<file path="config.mk">
export PLATFORM = sky130hd
export DESIGN_NAME = mem_port_arbiter
export DESIGN_NICKNAME = d
export VERILOG_FILES = /design/src/rtl/mem_port_arbiter_pkg.sv /design/src/rtl/mem_port_arbiter_starve_counter.sv /design/src/rtl/mem_port_arbiter.sv
export SDC_FILE = /design/constraint.sdc
export NUM_CORES = 1
export LEC_CHECK = 0
export BUFFER_PORTS_ARGS = -buffer_cell sky130_fd_sc_hd__buf_2
export CORE_MARGIN = 2
export CORE_UTILIZATION = 40
export CTS_CLUSTER_DIAMETER = 60
export DETAILED_ROUTE_END_ITERATION = 10
export PLACE_DENSITY = 0.77
export SETUP_SLACK_MARGIN = 0.3
export SLEW_MARGIN = 20
export SYNTH_ARGS = -nofsm -noshare
export SYNTH_HDL_FRONTEND = slang
export SYNTH_SLANG_ARGS = --single-unit
export TNS_END_PERCENT = 30
</file>
<file path="constraint.sdc">
create_clock -name clk -period 1.82 [get_ports clk]
set_input_delay 0.364 -clock clk [delete_from_list [all_inputs] [get_ports clk]]
set_output_delay 0.364 -clock clk [all_outputs]
set_load 0.005 [all_outputs]
</file>
<file path="src/rtl/mem_port_arbiter_pkg.sv">
// mem_port_arbiter_pkg: shared constants for the instruction/data memory port arbiter
//   ADDR_LEN / XLEN : address and register-file word widths used as port defaults
//   arb_state_e     : arbiter FSM encoding
//   owner_e         : which requester holds the downstream port
package mem_port_arbiter_pkg;
  localparam int ADDR_LEN = 32;
  localparam int XLEN = 32;
  typedef enum logic [1:0] {
    ARB_IDLE  = 2'd0,
    ARB_GRANT = 2'd1,
    ARB_RESP  = 2'd2
  } arb_state_e;
  typedef enum logic {
    OWNER_INSTR = 1'b0,
    OWNER_DATA  = 1'b1
  } owner_e;
endpackage

</file>
<file path="src/rtl/mem_port_arbiter_starve_counter.sv">
// arb_starve_counter: saturating count of data grants taken while a fetch was waiting
//   clk, rst    : clock, asynchronous active-low reset
//   inc_i       : data granted while i_req pending
//   clr_i       : instruction granted, or data granted with no fetch pending
//   limit_hit_o : count has reached LIMIT, the fetch must win the next tie
module arb_starve_counter #(
  parameter int LIMIT = 4
) (
  input  logic clk,
  input  logic rst,
  input  logic inc_i,
  input  logic clr_i,
  output logic limit_hit_o
);
  localparam int CW = $clog2(LIMIT + 1);
  logic [CW-1:0] count_q, count_d;
  assign limit_hit_o = count_q == CW'(LIMIT);
  always_comb count_d = clr_i ? '0 : (inc_i && !limit_hit_o) ? count_q + 1'b1 : count_q;
  always_ff @(posedge clk or negedge rst)
    if (!rst) count_q <= '0;
    else count_q <= count_d;
endmodule

</file>
<file path="src/rtl/mem_port_arbiter.sv">
// mem_port_arbiter: shares one SRAM controller between the fetch port and the data port
//   clk, rst                        : clock, asynchronous active-low reset
//   i_req/i_addr -> i_ready/i_rdata : instruction read port
//   d_req/d_we/d_addr/d_wdata -> d_ready/d_rdata : data read/write port
//   m_req/m_we/m_addr/m_wdata <- m_ready/m_rdata : downstream controller handshake
//   busy, owner                     : transaction in flight, and who owns it
module mem_port_arbiter
  import mem_port_arbiter_pkg::*;
#(
  parameter int ADDR_W = ADDR_LEN,
  parameter int DATA_W = XLEN,
  parameter int STARVE_LIMIT = 4
) (
  input  logic              clk,
  input  logic              rst,
  input  logic              i_req,
  input  logic [ADDR_W-1:0] i_addr,
  output logic              i_ready,
  output logic [DATA_W-1:0] i_rdata,
  input  logic              d_req,
  input  logic              d_we,
  input  logic [ADDR_W-1:0] d_addr,
  input  logic [DATA_W-1:0] d_wdata,
  output logic              d_ready,
  output logic [DATA_W-1:0] d_rdata,
  output logic              m_req,
  output logic              m_we,
  output logic [ADDR_W-1:0] m_addr,
  output logic [DATA_W-1:0] m_wdata,
  input  logic              m_ready,
  input  logic [DATA_W-1:0] m_rdata,
  output logic              busy,
  output logic              owner
);
  arb_state_e state_q;
  owner_e owner_q;
  logic m_req_q, m_we_q, i_ready_q, d_ready_q, busy_q;
  logic [ADDR_W-1:0] m_addr_q;
  logic [DATA_W-1:0] m_wdata_q, i_rdata_q, d_rdata_q;
  logic idle, limit_hit, grant_i, grant_d;
  assign idle = state_q == ARB_IDLE;
  // data wins ties unless it has already starved the fetch port STARVE_LIMIT times
  assign grant_i = idle & i_req & (~d_req | limit_hit);
  assign grant_d = idle & d_req & ~grant_i;
  arb_starve_counter #(.LIMIT(STARVE_LIMIT)) u_starve (
    .clk        (clk),
    .rst        (rst),
    .inc_i      (grant_d & i_req),
    .clr_i      (grant_i | (grant_d & ~i_req)),
    .limit_hit_o(limit_hit)
  );
  always_ff @(posedge clk or negedge rst)
    if (!rst) begin
      state_q   <= ARB_IDLE;
      owner_q   <= OWNER_INSTR;
      m_req_q   <= 1'b0;
      m_we_q    <= 1'b0;
      m_addr_q  <= '0;
      m_wdata_q <= '0;
      i_ready_q <= 1'b0;
      d_ready_q <= 1'b0;
      i_rdata_q <= '0;
      d_rdata_q <= '0;
      busy_q    <= 1'b0;
    end else begin
      i_ready_q <= 1'b0;
      d_ready_q <= 1'b0;
      case (state_q)
        ARB_IDLE:
          if (grant_i | grant_d) begin
            state_q  <= ARB_GRANT;
            m_req_q  <= 1'b1;
            busy_q   <= 1'b1;
            owner_q  <= grant_d ? OWNER_DATA : OWNER_INSTR;
            m_we_q   <= grant_d & d_we;
            m_addr_q <= grant_d ? d_addr : i_addr;
            if (grant_d) m_wdata_q <= d_wdata;
          end
        ARB_GRANT:
          if (m_ready) begin
            state_q <= ARB_RESP;
            m_req_q <= 1'b0;
            if (owner_q == OWNER_INSTR) begin
              i_ready_q <= 1'b1;
              i_rdata_q <= m_rdata;
            end else begin
              d_ready_q <= 1'b1;
              if (!m_we_q) d_rdata_q <= m_rdata;
            end
          end
        ARB_RESP: begin
          state_q <= ARB_IDLE;
          busy_q  <= 1'b0;
        end
        default: state_q <= ARB_IDLE;
      endcase
    end
  assign m_req   = m_req_q;
  assign m_we    = m_we_q;
  assign m_addr  = m_addr_q;
  assign m_wdata = m_wdata_q;
  assign i_ready = i_ready_q;
  assign i_rdata = i_rdata_q;
  assign d_ready = d_ready_q;
  assign d_rdata = d_rdata_q;
  assign busy    = busy_q;
  assign owner   = owner_q;
endmodule

</file>
==> run metrics <==
Via density=about 5.1; crit path launch type=register; GR Util All Layers=0.199; hold path start=d_wdata[5]; area of the multi-input gates=just over 0.002 mm^2; kind of critical path=register to register; clk_lat worst skew=~0.41 ns; first-pass iteration count of the detailed router=4; Syn Area/Cell=approximately 15 um^2; max-slew violation count=0; RR Startpoint=u_starve.count_q[0]; Cells after Synth=roughly 370; final hold violation count=0; fillers=around 1.0k; global route hottest layer=met2; # Max-Cap Violations=0; Clock Sinks=between 100 and 150; P&R area growth vs syn=51.2%; CP max stage cell=dfrtp_1; Critical Path AT=between 1.5 and 2 ns; Critical Path Sink Type=register; root buf cell=clkbuf_16; Worst-path clk slew=~0.06 ns; layout cells sized above 1=0.649; initial DRC count=232; Clock Skew=roughly 0.008 ns; Port Buf Inserts=~270; Post-synth EDFFs=0; worst slew pin tran=0.558 ns; leakage dissipation=4.13 nW; Max clock buf depth=2; GR Layer Usage met2=0.350; Slew headroom=0.628; Hold Path Cell Cnt=2; worst path cell trace=inv_2 > ha_4 > nand3_2 > and3_4 > buf_6 > buf_16 > a221o_1; sequential-to-total area share from yosys stat=0.633; M3 GR Usage=0.0677; wire per inst=~18 um; synth unique cells=30; hold crit path type=input port to register; worst hold path endpoint=m_wdata[5]; M1 GR Usage=0.228; TritonCTS clock tree=yes; Power Dens Cells=around 1800 mW/mm^2; Synth warnings=0; reg2reg setup slack=between 0.15 and 0.2 ns; Mapped Nets=between 500 and 600; worst r2r dst=m_addr[19]; Core Region=between 0.01 and 0.015 mm^2; WP data required=around 2.1 ns; Seq cells post-synth=between 100 and 150; Layout Nets=around 800; Worst R2R Path Depth=7; die area=approximately 0.015 mm^2; largest net degree at the start of global routing=between 50 and 60; io pins=between 200 and 300; dpl hpwl=10300 um; GRT overflow=0; Max Fclk=602 MHz; initial antenna violation count=1; peak supply drop=between 0.6 and 0.7 mV; Most used DFF post-synth=dfrtp_1; die height=121 um; FP Rows=42; min cycle time layout=~1.7 ns; initial core utilization=0.412; Place WS=about 0.13 ns; Post-synth ARST share=1.00; DRC viols=0; first-pass GRT wire length=22700 um; vias in the first global route=about 4.6k; CP peak stage delay=roughly 0.39 ns; Storage cell area=about 0.0035 mm^2; setup ws final=about 0.16 ns; DR vias=around 4.3k; DIE WIDTH=~120 um; Setup Viol. Count Final=0; worst-path maximum fanout=7; final WL=approximately 15000 um; unrepaired setup endpoints after global routing=true; synthesized area=between 0.005 and 0.006 mm^2; Tcrit/Tclk final=0.912; Setup TNS Final=0 ns; outcome=finished, final reports clean; Final GP Congestion=0.785; antenna violation net count after detailed routing=0; total CTS buffers=17; H-tree depth=4
metrics by stage:
stage	cells	power, mW	utilization	instance area (um^2)	hold slack (ns)
final	852	14.9	0.622	8310	0.182
after floorplan	366	7.93	-	5540	0.0684
after global routing	851	15.8	0.622	8300	0.165
after detailed placement	796	10.3	0.534	7130	0.343
after CTS	844	14.7	0.608	8110	0.165
after global placement	796	10.1	0.534	7130	0.334
what timing repair did:
| action | 4_1_cts | 5_1_grt |
|---|---|---|
| resized for setup | 38 | 17 |
| gates cloned | 4 | 5 |
| hold buffers | 1 | 0 |
| endpoints found under the setup margin | 126 | 132 |
| setup buffers | 11 | 2 |
| pin swaps | 3 | 4 |
| hold endpoints to repair | 47 | 0 |
cell usage after synthesis, drive strengths merged, types with 2 or more instances:
| library cell | number | area, um^2 |
|---|---|---|
| a21boi | 29 | 218 |
| clkbuf | 8 | 30.0 |
| nand4 | 5 | 31.3 |
| a221o | 29 | 290 |
| dfrtp | 139 | 3480 |
| ha | 2 | 25.0 |
| mux2i | 2 | 20.0 |
| mux2 | 96 | 1080 |
| o221ai | 3 | 26.3 |
| nand3 | 4 | 20.0 |
| o21ai | 2 | 10.0 |
| inv | 10 | 37.5 |
| nor2 | 3 | 13.8 |
| buf | 17 | 98.8 |
| nand2 | 7 | 26.3 |
flip-flops by register name, indices dropped and copies added (netlist names):
register,cells
i_ready,1
m_we,1
d_rdata,32
d_ready,1
m_addr,32
owner,1
m_wdata,32
m_req,1
u_starve.count_q,3
i_rdata,32
busy,1
state_q,2
worst max path at each step:
stage                                   start          end
final                     u_starve.count_q[0]   m_addr[19]
after detailed placement                d_req   m_addr[30]
after global placement                  d_req   m_addr[30]
after floorplan           u_starve.count_q[1]    m_addr[0]
after global routing      u_starve.count_q[0]   m_addr[13]
after CTS                 u_starve.count_q[1]  m_wdata[30]
power breakdown:
| group | switching, mW | internal (mW) |
|---|---|---|
| logic | 2.37 | 3.52 |
| registers | 0.840 | 4.63 |
| clock network | 1.25 | 2.31 |
| total | 4.46 | 10.5 |
cell usage in the layout (no fill, tap or decap), types with 2 or more instances in the layout:
cell type	synthesis	routed
nand2_1	7	7
clkbuf_1	8	2
nand3_1	4	3
a221o_1	29	29
a21boi_1	2	2
clkbuf_8	0	4
o221ai_1	3	3
bufinv_16	0	3
a21boi_0	27	27
clkbuf_16	0	21
buf_16	0	4
mux2_2	83	58
nor2_4	0	2
clkinvlp_4	0	3
buf_6	1	7
mux2i_1	2	2
nand4_1	5	5
inv_2	0	2
dfrtp_1	139	138
buf_12	0	9
buf_4	3	11
inv_1	10	8
o21ai_0	2	2
mux2_4	0	37
buf_2	13	266
logic make-up after synthesis:
family,count (synthesis),synth area share
compound gates,68,0.108
simple gates,24,0.0239
buf+inv,35,0.0303
flops,139,0.633
mux,98,0.200
fa+ha+maj,2,0.00455
metal layers:
layer,vias to the layer above,part of all wire
li1,1956,-
met1,2149,0.39
met2,209,0.51
met3,30,0.081
met4,0,0.018
met5,-,0
worst max-delay path, delay by kind of cell, from the launching register on:
| kind | cells | cell delay [ns] |
|---|---|---|
| and+or+nand+nor | 2 | 0.29 |
| adders and majority gates | 1 | 0.15 |
| AOI/OAI and AO/OA | 1 | 0.35 |
| buffers and inverters | 3 | 0.37 |
| DFF | 1 | 0.39 |
area by class of cell:
| class | count | area share |
|---|---|---|
| tap | 176 | 0.0265 |
| sequential | 139 | 0.419 |
| multi-input combinational | 192 | 0.247 |
| clock buffer | 23 | 0.0587 |
| inverter | 10 | 0.00452 |
| clock inverter | 9 | 0.0163 |
| timing repair buffer | 302 | 0.228 |
| antenna | 1 | 0.000301 |
Power figures use the tool's default switching activity.
